File: src/rtl/uart_pkg.sv
// Shared constants and divisor type for the UART baud-rate generator and its
// register-block interface.
package uart_pkg;

  localparam int unsigned DIV_INT_WIDTH   = 16;
  localparam int unsigned DIV_FRAC_WIDTH  = 4;
  localparam int unsigned OVERSAMPLE_RATE = 16;
  localparam int unsigned RESET_DIV_INT   = 27;
  localparam int unsigned RESET_DIV_FRAC  = 2;

  typedef struct packed {
    logic [DIV_INT_WIDTH-1:0]  whole;
    logic [DIV_FRAC_WIDTH-1:0] frac;
  } baud_div_t;

endpackage

File: src/rtl/uart_baud_gen_if.sv
// Divisor programming bus between the register block (master) and the
// baud-rate generator (slave).
interface uart_baud_gen_if;
  import uart_pkg::*;

  logic [DIV_INT_WIDTH-1:0]  div_int;
  logic [DIV_FRAC_WIDTH-1:0] div_frac;
  logic                      div_load;
  logic                      div_pending;
  logic                      div_err;

  modport master (
    output div_int, div_frac, div_load,
    input  div_pending, div_err
  );

  modport slave (
    input  div_int, div_frac, div_load,
    output div_pending, div_err
  );
endinterface

File: src/rtl/uart_baud_gen.sv
// Fractional baud-rate generator: 16x sample_tick and 1x bit_tick from an
// int.frac divisor; new divisors are applied only on a tick boundary.
module uart_baud_gen #(
  parameter int unsigned OVERSAMPLE_RATE = uart_pkg::OVERSAMPLE_RATE,
  parameter int unsigned RESET_DIV_INT   = uart_pkg::RESET_DIV_INT,
  parameter int unsigned RESET_DIV_FRAC  = uart_pkg::RESET_DIV_FRAC
) (
  input  logic                  uart_clk,
  input  logic                  rst_n,
  input  logic                  enable,
  uart_baud_gen_if.slave        div_bus,
  output logic                  sample_tick,
  output logic                  bit_tick
);
  import uart_pkg::*;

  localparam int unsigned OS_W = (OVERSAMPLE_RATE > 1) ? $clog2(OVERSAMPLE_RATE) : 1;

  baud_div_t                 act_div;
  baud_div_t                 pend_div;
  logic                      pend_valid;
  logic                      err_q;
  logic [DIV_INT_WIDTH-1:0]  cnt;
  logic [DIV_FRAC_WIDTH-1:0] frac_acc;
  logic [OS_W-1:0]           os_cnt;

  logic                      load_ok;
  logic                      load_bad;
  logic                      apply_now;
  logic                      os_wrap;
  logic [DIV_FRAC_WIDTH:0]   frac_sum;
  logic [DIV_INT_WIDTH-1:0]  carry_ext;

  always_comb begin
    load_ok     = div_bus.div_load && (div_bus.div_int >= DIV_INT_WIDTH'(2));
    load_bad    = div_bus.div_load && !load_ok;
    sample_tick = enable && (cnt == '0);
    os_wrap     = (os_cnt == OS_W'(OVERSAMPLE_RATE - 1));
    bit_tick    = sample_tick && os_wrap;
    // A load landing on the apply edge supersedes the old pending value and
    // waits for the next boundary instead of being applied now.
    apply_now   = pend_valid && !load_ok && (!enable || sample_tick);
    frac_sum    = {1'b0, frac_acc} + {1'b0, act_div.frac};
    carry_ext   = DIV_INT_WIDTH'(frac_sum[DIV_FRAC_WIDTH]);
  end

  always_ff @(posedge uart_clk or negedge rst_n) begin
    if (!rst_n) begin
      act_div.whole <= DIV_INT_WIDTH'(RESET_DIV_INT);
      act_div.frac  <= DIV_FRAC_WIDTH'(RESET_DIV_FRAC);
      pend_div      <= '0;
      pend_valid    <= 1'b0;
      err_q         <= 1'b0;
      cnt           <= '0;
      frac_acc      <= '0;
      os_cnt        <= '0;
    end else begin
      if (load_ok) begin
        pend_div.whole <= div_bus.div_int;
        pend_div.frac  <= div_bus.div_frac;
        pend_valid     <= 1'b1;
        err_q          <= 1'b0;
      end else if (load_bad) begin
        err_q <= 1'b1;
      end

      if (apply_now) begin
        act_div    <= pend_div;
        pend_valid <= 1'b0;
      end

      if (!enable) begin
        cnt      <= (apply_now ? pend_div.whole : act_div.whole) - DIV_INT_WIDTH'(1);
        frac_acc <= '0;
        os_cnt   <= '0;
      end else if (sample_tick) begin
        os_cnt <= os_wrap ? '0 : os_cnt + OS_W'(1);
        if (apply_now) begin
          cnt      <= pend_div.whole - DIV_INT_WIDTH'(1);
          frac_acc <= '0;
        end else begin
          cnt      <= act_div.whole - DIV_INT_WIDTH'(1) + carry_ext;
          frac_acc <= frac_sum[DIV_FRAC_WIDTH-1:0];
        end
      end else begin
        cnt <= cnt - DIV_INT_WIDTH'(1);
      end
    end
  end

  assign div_bus.div_pending = pend_valid;
  assign div_bus.div_err     = err_q;

endmodule
File: src/flat_wrapper.sv
// flat-port wrapper written by rule: the top's interface ports become plain ports
module uart_baud_gen_flat import uart_pkg::*;
#(
  parameter int unsigned OVERSAMPLE_RATE = uart_pkg::OVERSAMPLE_RATE,
  parameter int unsigned RESET_DIV_INT   = uart_pkg::RESET_DIV_INT,
  parameter int unsigned RESET_DIV_FRAC  = uart_pkg::RESET_DIV_FRAC
)
  (uart_clk, rst_n, enable, sample_tick, bit_tick, div_bus_div_int, div_bus_div_frac, div_bus_div_load, div_bus_div_pending, div_bus_div_err);
  uart_baud_gen_if div_bus_i ();
  input  logic uart_clk;
  input  logic rst_n;
  input  logic enable;
  output logic sample_tick;
  output logic bit_tick;
  input wire logic [$bits(div_bus_i.div_int)-1:0] div_bus_div_int;
  input wire logic [$bits(div_bus_i.div_frac)-1:0] div_bus_div_frac;
  input wire logic [$bits(div_bus_i.div_load)-1:0] div_bus_div_load;
  output wire logic [$bits(div_bus_i.div_pending)-1:0] div_bus_div_pending;
  output wire logic [$bits(div_bus_i.div_err)-1:0] div_bus_div_err;
  assign div_bus_i.div_int = div_bus_div_int;
  assign div_bus_i.div_frac = div_bus_div_frac;
  assign div_bus_i.div_load = div_bus_div_load;
  assign div_bus_div_pending = div_bus_i.div_pending;
  assign div_bus_div_err = div_bus_i.div_err;
  uart_baud_gen #(.OVERSAMPLE_RATE(OVERSAMPLE_RATE), .RESET_DIV_INT(RESET_DIV_INT), .RESET_DIV_FRAC(RESET_DIV_FRAC)) u_core (.uart_clk(uart_clk), .rst_n(rst_n), .enable(enable), .div_bus(div_bus_i), .sample_tick(sample_tick), .bit_tick(bit_tick));
endmodule
File: config.mk
export PLATFORM = sky130hd
export DESIGN_NAME = uart_baud_gen_flat
export DESIGN_NICKNAME = d
export VERILOG_FILES = /design/src/rtl/uart_pkg.sv /design/src/rtl/uart_baud_gen_if.sv /design/src/rtl/uart_baud_gen.sv /design/src/flat_wrapper.sv
export SDC_FILE = /design/constraint.sdc
export NUM_CORES = 1
export LEC_CHECK = 0
export ABC_CLOCK_PERIOD_IN_PS = 4700
export BUFFER_PORTS_ARGS = -buffer_cell sky130_fd_sc_hd__buf_2
export CORE_MARGIN = 10
export CORE_UTILIZATION = 45
export DETAILED_ROUTE_END_ITERATION = 8
export GPL_ROUTABILITY_DRIVEN = 0
export PLACE_DENSITY_LB_ADDON = 0.25
export SETUP_SLACK_MARGIN = 0.4
export SLEW_MARGIN = 20
export SYNTH_ARGS = -nofsm -noshare
export SYNTH_HDL_FRONTEND = slang
export SYNTH_SLANG_ARGS = --single-unit
File: constraint.sdc
create_clock -name uart_clk -period 4.7 [get_ports uart_clk]
set_input_delay 0 -clock uart_clk [delete_from_list [all_inputs] [get_ports uart_clk]]
set_output_delay 0 -clock uart_clk [all_outputs]
set_load 0.01 [all_outputs]
Word-level counts from Yosys, hierarchy flattened
Cells that the tools add are included.
{"block": "totals", "regBits": 66, "inputBits": 24}
{"block": "classes", "add_sub_neg": 7, "n_lt_le_gt_ge": 1, "n_eq_ne": 2, "mux": 14, "reduce_logical": 12}
{"operator": "$mux W16", "n": 4}
{"operator": "$sub A16 B1 Y16 const B", "n": 4}
{"operator": "$mux W4", "n": 6}
{"operator": "$add A16 B1 Y16", "n": 1}
{"operator": "$ge A16 B2 Y1 const B", "n": 1}
{"operator": "$logic_not A16 Y1", "n": 1}
{"operator": "$logic_and A1 B1 Y1", "n": 6}
{"operator": "$add A4 B4 Y5", "n": 1}
{"operator": "$add A4 B1 Y4 const B", "n": 1}
{"operator": "$eq A4 B4 Y1 const B", "n": 1}
{"operator": "$mux W1", "n": 4}
{"operator": "$reduce_bool A2 Y1", "n": 2}
{"operator": "$logic_not A1 Y1", "n": 2}
{"operator": "$ne A2 B1 Y1 const B", "n": 1}
{"operator": "$logic_or A1 B1 Y1", "n": 1}

Depth between registers and ports, before layout
Gate-level depths: netlist of the first run.
{"block": "depth", "ltp_word": 8, "ltp_mapped": 16, "depth_no_buf": 14}

Worst setup path after synthesis of the first run
No wires, ideal clock.
{"block": "synth_path", "path_kind": "register -> register", "startpoint": "register u_core.cnt[0]", "endpoint": "register u_core.cnt[14]", "t_arrival_ps": 3356, "t_required_ps": 4572, "slack_ps": 1216, "path_stages_with_launch": 17, "n_path_buf": 2, "period_less_slack_ps": 3484, "cell_sequence": "dfrtp_1 inv_1 ha_1 nor4b_1 nand4_1 a211oi_2 buf_4 nor2_1 a21oi_1 ha_1 buf_2 or3b_2 nor4_1 xnor2_1 nor3_1 a21oi_1 o21ai_0"}
{"block": "synth_via", "elab_chain_len": 7, "elab_cells_between_ends": 10, "cone_classes": "add/sub (2); mux (4); reduce/logical (4)"}
{"item": "start: declaration", "line_no": "uart_baud_gen.sv:23", "source": "logic [DIV_INT_WIDTH-1:0] cnt;"}
{"item": "start signal: assignment", "line_no": "uart_baud_gen.sv:73", "source": "cnt <= (apply_now ? pend_div.whole : act_div.whole) - DIV_INT_WIDTH'(1);"}
{"item": "start signal: assignment", "line_no": "uart_baud_gen.sv:79", "source": "cnt <= pend_div.whole - DIV_INT_WIDTH'(1);"}
{"item": "start signal: assignment", "line_no": "uart_baud_gen.sv:82", "source": "cnt <= act_div.whole - DIV_INT_WIDTH'(1) + carry_ext;"}
{"item": "$logic_not A16 Y1", "line_no": "uart_baud_gen.sv:37", "source": "sample_tick = enable && (cnt == '0);"}
{"item": "$logic_and A1 B1 Y1", "line_no": "uart_baud_gen.sv:37"}
{"item": "$logic_or A1 B1 Y1", "line_no": "uart_baud_gen.sv:42", "source": "apply_now = pend_valid && !load_ok && (!enable || sample_tick);"}
{"item": "$logic_and A1 B1 Y1", "line_no": "uart_baud_gen.sv:42"}
{"item": "$mux W16 (on tied branches)", "line_no": "uart_baud_gen.sv:73, uart_baud_gen.sv:78"}
{"item": "$sub A16 B1 Y16 / $mux W16 (equally long branches)", "line_no": "uart_baud_gen.sv:73, uart_baud_gen.sv:76"}
{"item": "$mux W16 *", "line_no": "uart_baud_gen.sv:72", "source": "if (!enable) begin"}
Mark *: on every way between the ends. The rest lies on a longest branch, timed or not.
A chain may end at the register's enable or synchronous reset.

Worst setup path after layout of the first run
Ends and elaborated chain as after synthesis.

==> results of run 1 <==
[state kept, by name, indices dropped and copies added (netlist names)]
name / cells
u_core.frac_acc: 4
u_core.div_bus.div_err: 1
u_core.os_cnt: 4
u_core.div_bus.div_pending: 1
u_core.cnt: 16
u_core.act_div: 20
u_core.pend_div: 20
[cells in the final DEF (no fill, tap or decap), drive strengths merged, types with 5 or more instances in the layout]
master	n
buf	34
dfstp	5
xor2	30
dfrtp	61
or4	11
a21oi	20
nand3	14
or3	6
o21ai	22
xnor2	29
nor4	23
a31oi	6
nand2	43
clkbuf	9
dlygate4sd3	23
ha	11
a21boi	6
inv	14
nor3	19
nor2	31
or2	5
mux2	36
[per-layer routing]
metal	routed length (um)	up-vias
met2	5250	122
met4	265	0
met5	0	-
met3	652	18
li1	-	1784
met1	5000	1815
[power by group through the flow]
stage	Sequential (mW)	Clock (mW)	Combinational, mW
floorplan	0.752	0	0.407
global placement	0.826	0	0.448
detailed placement	0.831	0	0.453
CTS	0.820	0.609	0.472
global route	0.840	0.637	0.530
finish	0.824	0.597	0.474
[repair_timing]
item,in CTS,in global routing
endpoints found under the setup margin,0,0
endpoints found under the hold margin,82,0
hold buffers,23,0
[cell families (layout without fill, tap and decap cells)]
logic type / Yosys count / after routing / synth area share [%]
adders and majority gates: 12 / 12 / 3.54
buffers and inverters: 50 / 87 / 5.09
DFF: 66 / 66 / 37.2
muxes: 37 / 37 / 9.33
and+or+nand+nor: 174 / 174 / 21.1
AOI/OAI and AO/OA: 84 / 84 / 12.1
xor gates and xnor gates: 59 / 59 / 11.6
[final cells by class]
type | count | area [um^2] | share of cell area, %
Clock buffer | 9 | 124 | 2.42
Clock inverter | 7 | 125 | 2.44
Inverter | 14 | 52.6 | 1.02
Multi-Input combinational cell | 366 | 2580 | 50.4
Sequential cell | 66 | 1660 | 32.3
Tap cell | 133 | 166 | 3.25
Timing Repair Buffer | 57 | 418 | 8.15
[stage by stage]
step | setup WS, ns | total power, mW | instance area (um^2) | hold slack [ns]
after floorplan | 1.22 | 1.16 | 4450 | -0.296
after global placement | 1.11 | 1.27 | 4650 | 0.201
after detailed placement | 0.887 | 1.28 | 4650 | 0.225
after CTS | 0.862 | 1.90 | 5130 | 0.239
after global routing | 0.595 | 2.01 | 5130 | 0.281
final | 0.837 | 1.90 | 5130 | 0.263
[final timing paths]
check                                                     end                          startpoint  cells after the start
max reg2reg                          u_core.cnt[14]$_DFF_PN0_             u_core.cnt[0]$_DFF_PN0_                     15
min                            u_core.frac_acc[0]$_DFFE_PN0N_                              enable                      2
min reg2reg                u_core.div_bus.div_err$_DFFE_PN0P_  u_core.div_bus.div_err$_DFFE_PN0P_                      2
min in group asynchronous        u_core.os_cnt[3]$_DFFE_PN0N_                               rst_n                      3
max in group asynchronous       u_core.act_div[6]$_DFFE_PN0N_                               rst_n                      3
max                                  u_core.cnt[14]$_DFF_PN0_             u_core.cnt[0]$_DFF_PN0_                     15
==> impl_metrics.toml, run 1 <==
[sta]
setup_viol = 0
fin_crit_sh_pct = 82.2
fin_crit_ns = 3.86
rsz0062_at_grt = "no"
drv_slew = 0
totalNegativeSetupSlack_ns = 0
fin_worst_skew_ns = 0.00965
max_freq_ghz = 0.259
hold_viol = 0
tightest_slew_ns = 0.856
relSlewSlack_pct = 42.4

[pwr]
vdd_drop_max_mv = 0.238
seq_power_share_pct = 43.5
pwr-share-clk_pct = 31.5
sw_frac_of_total_pct = 33.7
p_leak_nw = 2.04
p_per_area_nw_per_um2 = 370
internal_power_mw = 1.26
combPwrFrac_pct = 25.0
p_switching_mw = 0.638

[yosys]
yosys.area.top_type = "dfrtp_1"
ys_types = 61
ys_warn_count = 0
synth_seq_area_share_pct = 37.2
synth.most_common_cell = "dfrtp_1"
netlist_top_cells_area = "dfrtp_1, mux2_2, xor2_1"
synthCells = 482
synth_ff_type = "dfrtp_1"
synthTopCellsByCount = "dfrtp_1, nand2_1, mux2_2, nor2_1, xor2_1"
synthesis.nets = 518
synth-edff-count = 0
synthArstFlopShare_pct = 100
syn-cell-area_um2 = 4450
ys_ff_latch = 66
synth_top_cell_area_share_pct = 34.3
synth_area_per_cell_um2 = 9.24

[route]
routed_wl_mm = 11.2
drt-pass1-iter-count = 5
post_drt_wl_per_cell_um = 17.1
vias = 3739
ant_nets = 0
viasPerCell = 5.73
drc = 0
drtIter0Drc = 226

[floorplanning]
ios = 28
rows = 36
core_area_um2 = 9680
fp.dieH_um = 119
dieWidth_um = 119
start_util_pct = 46.0
dieArea_um2 = 14300

[clock_network]
cts_buffers = 9
cts_tree = "yes"
path_clk_slew_ns = 0.08
post_cts_resized = 0
cts_setup_buffers = 0
cts-root-buf = "clkbuf_8"
insertion_delay_ns = 0.36
htree_levels = 3
clockBufferDepth = 2
clock-sinks = 66

[worst_setup_path]
cp_max_fo = 9
worstPathCellList = "inv_1 -> ha_1 -> nor4b_1 -> nand4_1 -> buf_4 -> a211oi_4 -> nor2_1 -> a21oi_1 -> ha_1 -> or3b_2 -> nor4_1 -> xnor2_1 -> nor3_1 -> a21oi_1 -> o21ai_0"
worstPathRequired_ns = 4.94
rrSetupSlack_ns = 0.84
path_delay_family = "simple AND/OR/NAND/NOR gates"
slowest_delay_ns = 0.48
cp_slowest_cell = "a211oi_4"
critPathKind = "flip-flop to flip-flop"
crit_path_start_kind = "flip-flop"
path_buf_inv = 2
cp-end-kind = "flip-flop"
arrival_ns = 4.10

[global_route]
antenna_found_initial = 0
grtUsageMet2_pct = 25.5
grt_pass1_wl_mm = 19.0
grtUsageMet1_pct = 21.2
grtUsageTotal_pct = 16.4
grt_overflow_total = 0
met3_usage_pct = 4.16
grt_pass1_vias = 3700
grt_max_degree = 67
busiest_layer = "met2"

[finish]
fin_nets = 550
final_cells = 652
area_growth_pct = 15.1
num-fill-cells = 883
final_util_pct = 52.9
n_antenna_cell = 0
drive_gt1_share_pct = 21.0

[flow_run]
drv_cap = 0

[placement]
dpl.hpwl_mm = 7.99
dpl.cell_count = 613
portBuffers = 27

[hold_path]
min_path_type = "primary input to flip-flop"

[status]
status = "finished, final reports clean"
Note: power is estimated with default switching activity, not from simulation.
==> inputs of run 2 (changes only) <==
--- a/config.mk
+++ b/config.mk
@@ -5,7 +5,7 @@
 export SDC_FILE = /design/constraint.sdc
 export NUM_CORES = 1
 export LEC_CHECK = 0
-export ABC_CLOCK_PERIOD_IN_PS = 4700
+export ABC_CLOCK_PERIOD_IN_PS = 3300
 export BUFFER_PORTS_ARGS = -buffer_cell sky130_fd_sc_hd__buf_2
 export CORE_MARGIN = 10
 export CORE_UTILIZATION = 45
==> constraint.sdc (replaced) <==
create_clock -name uart_clk -period 3.3 [get_ports uart_clk]
set_input_delay 0 -clock uart_clk [delete_from_list [all_inputs] [get_ports uart_clk]]
set_output_delay 0 -clock uart_clk [all_outputs]
set_load 0.01 [all_outputs]
==> run 2 against run 1 <==
Sequential share of layout area fell by 2.3 points; final area rose by 8.0%; combinational power rose by 81%; clock power rose by 46%; setup slack got worse by 0.51 ns; first-iteration DRC count rose by 21%; total power rose by 54%; global-route usage rose by 0.78 points; register-to-register slack got worse by 0.51 ns; sequential power rose by 44%; non-clock buffer count rose by 31; largest power group unchanged.
==> impl_metrics.toml, run 2 (synthesis results as in run 1) <==
[sta]
tightest_slew_ns = 0.845
hold_viol = 0
fin_worst_skew_ns = 0.0107
fin_crit_sh_pct = 90.1
setup_viol = 0
rsz0062_at_grt = "yes"
max_freq_ghz = 0.336
relSlewSlack_pct = 43.7
totalNegativeSetupSlack_ns = 0
drv_slew = 0
fin_ws_ns = 0.327
fin_crit_ns = 2.97

[worst_setup_path]
worstPathRequired_ns = 3.55
critPathKind = "flip-flop to flip-flop"
rrSetupSlack_ns = 0.33
r2r-start = "u_core.cnt[12]$_DFF_PN0_"
crit_start = "u_core.cnt[12]$_DFF_PN0_"
arrival_ns = 3.22
r2r_end = "u_core.cnt[14]$_DFF_PN0_"
crit_path_start_kind = "flip-flop"
reg2reg_depth = 12
cp_max_fo = 5
crit_end = "u_core.cnt[14]$_DFF_PN0_"
cp-end-kind = "flip-flop"

[finish]
top_regs = "u_core.act_div: 20 flops, u_core.pend_div: 20 flops, u_core.cnt: 16 flops"
final_common_cell = "dfrtp_1"
final_cell_mix = "dfrtp_1, nand2_1, buf_4"
fin_nets = 581
drive_gt1_share_pct = 30.4
area_growth_pct = 24.3
register_area_um2 = 1660
n_antenna_cell = 0
design_area_um2 = 5540
num-fill-cells = 833
multiInputGateArea_um2 = 2750

[pwr]
vdd_drop_max_mv = 0.372
p_per_area_nw_per_um2 = 527
p_leak_nw = 2.22
p_total_mw = 2.92

[route]
ant_nets = 0
post_drt_wl_per_cell_um = 17.9
drtIter0Drc = 274
drc = 0
routed_wl_mm = 12.2
vias = 3939
viasPerCell = 5.77
drt-pass1-iter-count = 5

[floorplanning]
rows = 36
ios = 28
dieArea_um2 = 14300
start_util_pct = 46.0
core_area_um2 = 9680
dieWidth_um = 119
fp.dieH_um = 119

[clock_network]
clockBufferDepth = 2
cts-root-buf = "clkbuf_8"
clock-sinks = 66
path_clk_slew_ns = 0.08
htree_levels = 3
cts_buffers = 9
insertion_delay_ns = 0.36
cts_tree = "yes"

[global_route]
grt_overflow_total = 0
antenna_found_initial = 0
grt_pass1_vias = 3936
grt_pass1_wl_mm = 20.4
grt_max_degree = 41
grtUsageTotal_pct = 17.2

[placement]
portBuffers = 27
dp_slack_ns = 0.176
dpl.hpwl_mm = 8.32
post_dp_cell_area_um2 = 4750

[status]
status = "finished, final reports clean"

[hold_path]
min_path_type = "primary input to flip-flop"

[flow_run]
drv_cap = 0
[run 2: changes by cell type in the layout (fill, tap and decap cells not counted), moves of 2 or more]
| cell | before | now |
|---|---|---|
| a21oi_1 | 20 | 16 |
| inv_1 | 13 | 11 |
| dfrtp_2 | 0 | 3 |
| ha_1 | 11 | 5 |
| ha_4 | 0 | 3 |
| nor4_1 | 19 | 14 |
| buf_4 | 7 | 37 |
| nor4_4 | 1 | 4 |
| a21oi_2 | 0 | 4 |
| nor4_2 | 3 | 5 |
| inv_2 | 0 | 2 |
| dfrtp_1 | 61 | 58 |
| ha_2 | 0 | 3 |
[run 2: how the worst min path moves through the flow]
stage           start                        endpoint  slack [ns]  cells past startpoint
3_5_place_dp    rst_n    u_core.os_cnt[0]$_DFFE_PN0N_        0.15                      1
6_report       enable  u_core.frac_acc[2]$_DFFE_PN0N_        0.27                      3
4_1_cts        enable   u_core.act_div[5]$_DFFE_PN1N_         0.1                      5
2_1_floorplan   rst_n   u_core.act_div[0]$_DFFE_PN0N_       -0.30                      0
5_1_grt        enable    u_core.os_cnt[1]$_DFFE_PN0N_        0.27                      3
3_3_place_gp    rst_n    u_core.os_cnt[3]$_DFFE_PN0N_        0.15                      1
[run 2: worst max-delay path: stages, from the launching register on]
cell      delay (ns)
dfrtp_1         0.44
nor3_1          0.36
nand4_1         0.29
a211oi_4        0.34
nor2_1          0.08
a21oi_2         0.21
ha_4            0.21
or3b_4          0.39
nor4_4          0.15
xnor2_1         0.15
nor3_1          0.07
a21oi_1         0.12
o21ai_1         0.07
[run 2: cell type report]
class,instances,share of cell area (%)
Multi-Input combinational cell,366,49.7
Tap cell,133,3.01
Timing Repair Buffer,88,11.8
Clock inverter,7,2.26
Sequential cell,66,30.0
Clock buffer,9,2.24
Inverter,14,0.949
[run 2: metal layers]
layer | GRT usage (%) | up-vias | part of all wire, %
met1 | 22.5 | 1938 | 44
met4 | 5.66 | 0 | 2.9
li1 | - | 1838 | -
met2 | 28.0 | 130 | 48
met5 | 0 | - | 0
met3 | 3.40 | 33 | 5.4
[run 2: stage by stage]
stage	util, %	instances	hold WS, ns
after floorplan	-	482	-0.296
after global placement	49.1	619	0.146
after detailed placement	49.1	619	0.149
after CTS	56.0	677	0.0988
after global routing	57.2	683	0.268
final	57.2	683	0.269
[run 2: repair_timing]
| item | in CTS | in global routing |
|---|---|---|
| setup buffers | 19 | 6 |
| pin swaps | 11 | 8 |
| endpoints found under the hold margin | 55 | 0 |
| endpoints found under the setup margin | 6 | 9 |
| gates resized for setup | 13 | 14 |
| hold buffers | 23 | 0 |
[run 2: power by group]
part           total (mW)  leakage (nW)  switching [mW]  internal [mW]
combinational       0.858          1.31           0.411          0.447
clock               0.870         0.124           0.362          0.508
sequential           1.19         0.785           0.237          0.952
total                2.92          2.22            1.01           1.91
